File: src/rtl/cpu_stack.sv
// cpu_stack: parameterised LIFO with registered top-of-stack and full/empty/error status.
// Optional build macro CPU_STACK_ERR_STICKY_EN adds clear_err and makes the error flags sticky.
module cpu_stack #(
  parameter int WIDTH_DATA = 16,
  parameter int DEPTH_LOG2 = 4
) (
  input  logic                  clk,
  input  logic                  reset,
`ifdef CPU_STACK_ERR_STICKY_EN
  input  logic                  clear_err,
`endif
  input  logic                  push,
  input  logic                  pop,
  input  logic [WIDTH_DATA-1:0] data_in,
  output logic [WIDTH_DATA-1:0] data_out,
  output logic                  full,
  output logic                  empty,
  output logic [DEPTH_LOG2:0]   count,
  output logic                  overflow,
  output logic                  underflow
);

  localparam int DEPTH = 2 ** DEPTH_LOG2;

  typedef logic [DEPTH_LOG2:0]   ptr_t;
  typedef logic [DEPTH_LOG2-1:0] addr_t;

  typedef enum logic [2:0] {
    OP_IDLE,
    OP_PUSH,
    OP_POP,
    OP_POP_LAST,
    OP_REPLACE,
    OP_REJECT_PUSH,
    OP_REJECT_POP
  } op_e;

  logic [WIDTH_DATA-1:0] mem [DEPTH];
  ptr_t                  sp;
  op_e                   op;

  ptr_t                  sp_nxt;
  logic [WIDTH_DATA-1:0] data_out_nxt;
  logic                  wr_en;
  addr_t                 wr_addr;
  logic                  ovf_evt;
  logic                  udf_evt;
  logic                  overflow_nxt;
  logic                  underflow_nxt;

  assign count = sp;
  assign full  = (sp == ptr_t'(DEPTH));
  assign empty = (sp == '0);

  // Push+pop on an empty stack degenerates to a plain push.
  always_comb begin
    // NOTE: every always_comb output gets a default first so no path can infer a latch.
    op = OP_IDLE;
    case ({push, pop})
      2'b10:   op = full ? OP_REJECT_PUSH : OP_PUSH;
      2'b01: begin
        if (empty)                op = OP_REJECT_POP;
        else if (sp == ptr_t'(1)) op = OP_POP_LAST;
        else                      op = OP_POP;
      end
      2'b11:   op = empty ? OP_PUSH : OP_REPLACE;
      default: op = OP_IDLE;
    endcase
  end

  always_comb begin
    sp_nxt       = sp;
    data_out_nxt = data_out;
    wr_en        = 1'b0;
    wr_addr      = addr_t'(sp);
    ovf_evt      = 1'b0;
    udf_evt      = 1'b0;
    case (op)
      OP_PUSH: begin
        wr_en        = 1'b1;
        wr_addr      = addr_t'(sp);
        sp_nxt       = sp + ptr_t'(1);
        data_out_nxt = data_in;
      end
      OP_POP: begin
        sp_nxt       = sp - ptr_t'(1);
        data_out_nxt = mem[addr_t'(sp - ptr_t'(2))];
      end
      OP_POP_LAST: begin
        sp_nxt       = '0;
        data_out_nxt = '0;
      end
      OP_REPLACE: begin
        wr_en        = 1'b1;
        wr_addr      = addr_t'(sp - ptr_t'(1));
        data_out_nxt = data_in;
      end
      OP_REJECT_PUSH: ovf_evt = 1'b1;
      OP_REJECT_POP:  udf_evt = 1'b1;
      default: ;
    endcase
  end

`ifdef CPU_STACK_ERR_STICKY_EN
  // A new error on the clearing edge wins over clear_err.
  assign overflow_nxt  = ovf_evt | (overflow  & ~clear_err);
  assign underflow_nxt = udf_evt | (underflow & ~clear_err);
`else
  assign overflow_nxt  = ovf_evt;
  assign underflow_nxt = udf_evt;
`endif

  always_ff @(posedge clk or negedge reset) begin
    if (!reset) begin
      sp        <= '0;
      data_out  <= '0;
      overflow  <= 1'b0;
      underflow <= 1'b0;
    end else begin
      // NOTE: sequential state uses non-blocking assignments so every register samples pre-edge values.
      sp        <= sp_nxt;
      data_out  <= data_out_nxt;
      overflow  <= overflow_nxt;
      underflow <= underflow_nxt;
    end
  end

  // NOTE: the storage array has no reset; stale entries are never visible because data_out tracks sp.
  always_ff @(posedge clk) begin
    if (reset && wr_en) mem[wr_addr] <= data_in;
  end

endmodule

File: config.mk
export PLATFORM = sky130hd
export DESIGN_NAME = cpu_stack
export DESIGN_NICKNAME = d
export VERILOG_FILES = /design/src/rtl/cpu_stack.sv
export SDC_FILE = /design/constraint.sdc
export NUM_CORES = 1
export LEC_CHECK = 0
export CORE_MARGIN = 5
export CORE_UTILIZATION = 40
export DETAILED_ROUTE_END_ITERATION = 8
export PLACE_DENSITY_LB_ADDON = 0.08
export SETUP_SLACK_MARGIN = 0.5
export SLEW_MARGIN = 15
export SYNTH_ARGS = -nofsm -noshare
export SYNTH_HDL_FRONTEND = slang
export SYNTH_SLANG_ARGS = --single-unit
File: constraint.sdc
create_clock -name clk -period 5.72 [get_ports clk]
set_clock_uncertainty 0.2 [all_clocks]
set_input_delay 1.144 -clock clk [delete_from_list [all_inputs] [get_ports clk]]
set_output_delay 1.144 -clock clk [all_outputs]
set_load 0.02 [all_outputs]
==> flow_summary.ini <==
[clock_tree]
cts_made_buffers = 30
cts_root_buf = clkbuf_16
cts_tree = built
clkSinkCount = 279
ctsHoldBuffers = 0
clkSlewWorstSetupHoldPaths_ps = 60
post_cts_buffers = 0
cts_resized = 0
clock_latency_ps = 540
cts-htree-levels = 1
clockBufferDepth = 3

[synth]
yosys-top-cells-count = edfxtp_1, mux2i_1, mux4_2
yosysTopAreaCellShare = 0.6727
syn_inst = 662
ys.warnings.count = 0
async_flop_share = 0.08244
ys_seq_area_frac = 0.7231
synth_edf_count = 256
syn_area_um2 = 11430
yosys-top-cells-area = edfxtp_1, mux4_2, dfrtp_1
synth_top_cell_by_area = edfxtp_1
yosysMostFrequentCell = edfxtp_1
synth-main-ff-cell = edfxtp_1
ys_ff_latch = 279
yosysUniqueCellTypes = 55
synth.avg_cell_area_um2 = 17.26
synthesis.nets = 689

[sta]
slew_headroom = 0.3484
max_clock_freq_mhz = 248.7
fin_crit_ps = 4021
finalHoldViolCount = 0
maxSlewViolCount = 0
setup_viol = 0
rsz0062_at_grt = no
tns_ps = 0
worstMarginPinSlew_ps = 976.4
timing.final.crit_share = 0.7030

[final_layout]
fin_nets = 753
syn_to_final_growth_pct = 17.60
drive_gt1_frac = 0.2069
diodes = 0
stdcell_area_um2 = 13440

[detailed_routing]
via_count = 6398
drt_iter0_markers = 570
wl_met3_um = 1176
viasPerCell = 5.677
wirelength_um = 28560
drt-met1-wl_um = 12160
drc = 0
drt_pass1_iterations = 5
wl_met2_um = 14370
wl_per_cell_um = 25.34
ant_nets = 0
maxUsedRoutingLayer = met4

[global_route]
grt_overflow = 0
grt_pass1_vias = 6696
grt_max_degree = 59
gr-usage-all-layers = 0.1812
grt_antenna_before_repair = 0
grt_pass1_wl_um = 42710

[critical_path]
crit_fanout = 13
r2r-end = mem[1][5]
reg2reg_slack_ps = 2010
crit_arrival_ps = 2680
startpoint_type = flop
critical_path_class = reg -> out
critPathRequiredTime_ps = 4380
endpoint_kind = output pin
reg2reg_depth = 8
regToRegStartpoint = count[0]

[place]
io_buffer_count = 44
gp_congestion = 0.7762
dpl_cell_area_um2 = 12480
dpl.hpwl_um = 16560

[floorplanning]
io_pins = 45
core_area_um2 = 28010
die-area_um2 = 32050
start_util = 0.4080
die_h_um = 179.0
die_x_um = 179.0
row_count = 61

[outcome]
outcome = finished, final reports clean

[worst_hold_path]
min_path_type = reg -> reg
hp-start = data_out[14]
hold_depth = 2
whs_endpoint = data_out[14]

[flow_run]
maxCapViolCount = 0

[pwr]
ir_drop_mv = 0.2924
p_per_area_nw_per_um2 = 510.0
total_leakage_power_nw = 4.380
-- cells by family after synthesis --
group,synth area share
AOI/OAI and AO/OA,0.07566
xor gates and xnor gates,0.0007666
adders and majority gates,0.007664
buffers and inverters,0.02047
DFF,0.7231
muxes,0.1118
and+or+nand+nor,0.06055
-- metrics by stage --
stage                     power [mW]  setup slack, ps  utilization  hold slack, ps  std cells
after global routing           7.201             1613       0.4797           359.0       1127
after floorplan                4.214             1194            -           398.2        662
final                          6.854             1699       0.4797           317.7       1127
after global placement         5.036             1376       0.4457           312.2       1072
after CTS                      6.938             1680       0.4797           325.8       1127
after detailed placement       5.059             1328       0.4457           308.7       1072
-- layout make-up --
cell class	count	area, µm²
clock buffers	44	854.6
well taps	378	473.0
fillers	2396	14570
inverters	9	35.03
flip-flops and latches	279	8267
repair buffers	76	693.2
clock inverters	11	100.1
multi-input cells	330	3015
-- cells in the final DEF (no fill, tap or decap), types with 4 or more instances in the layout --
master	n
nand3b_1	13
dfrtp_1	22
o22a_1	13
nor3_2	8
nor2_1	9
ha_1	6
clkdlybuf4s50_1	44
nor3_1	8
o21ai_0	31
nor3b_1	13
buf_4	31
mux4_2	32
a21oi_1	8
a211oi_1	16
mux2_2	20
nor4_1	4
edfxtp_1	256
clkinv_2	6
clkbuf_16	31
nand2b_1	5
clkinv_1	4
o21ai_1	7
a31oi_1	18
a222oi_1	16
mux2i_1	32
inv_1	7
nor2_2	8
clkbuf_1	10
nand2_1	21
nand3_1	5
-- critical path: stages (launching register included) --
cell,delay [ps]
dfrtp_4,470
inv_1,80
ha_1,190
or4b_4,520
clkinv_2,230
clkdlybuf4s50_1,650
-- state kept, by name, summed over array words and instances, names as in the netlist --
register   cells
underflow      1
mem          256
overflow       1
data_out      16
count          5
-- power breakdown --
group	total, mW	leakage [nW]	internal (mW)	switching, mW
Clock	1.87	0.469	1.12	0.752
Combinational	2.47	1.33	1.06	1.41
Sequential	2.51	2.58	2.40	0.110
Total	6.85	4.38	4.58	2.28
-- worst max-delay path by stage --
stage | start | endpoint | slack [ps] | depth (start not counted)
final | count[1] | empty | 1700 | 5
after global routing | count[1] | empty | 1610 | 5
after CTS | count[1] | empty | 1680 | 5
after detailed placement | push | mem[1][5] | 1330 | 6
after global placement | push | mem[10][14] | 1380 | 6
after floorplan | count[1] | mem[0][0] | 1190 | 11
-- per-layer routing --
metal / up-vias / global-route usage
li1: 2840 / -
met1: 3327 / 0.2428
met2: 180 / 0.3082
met3: 51 / 0.02741
met4: 0 / 0.05213
met5: - / 0
(Power assumes the default switching activity.)
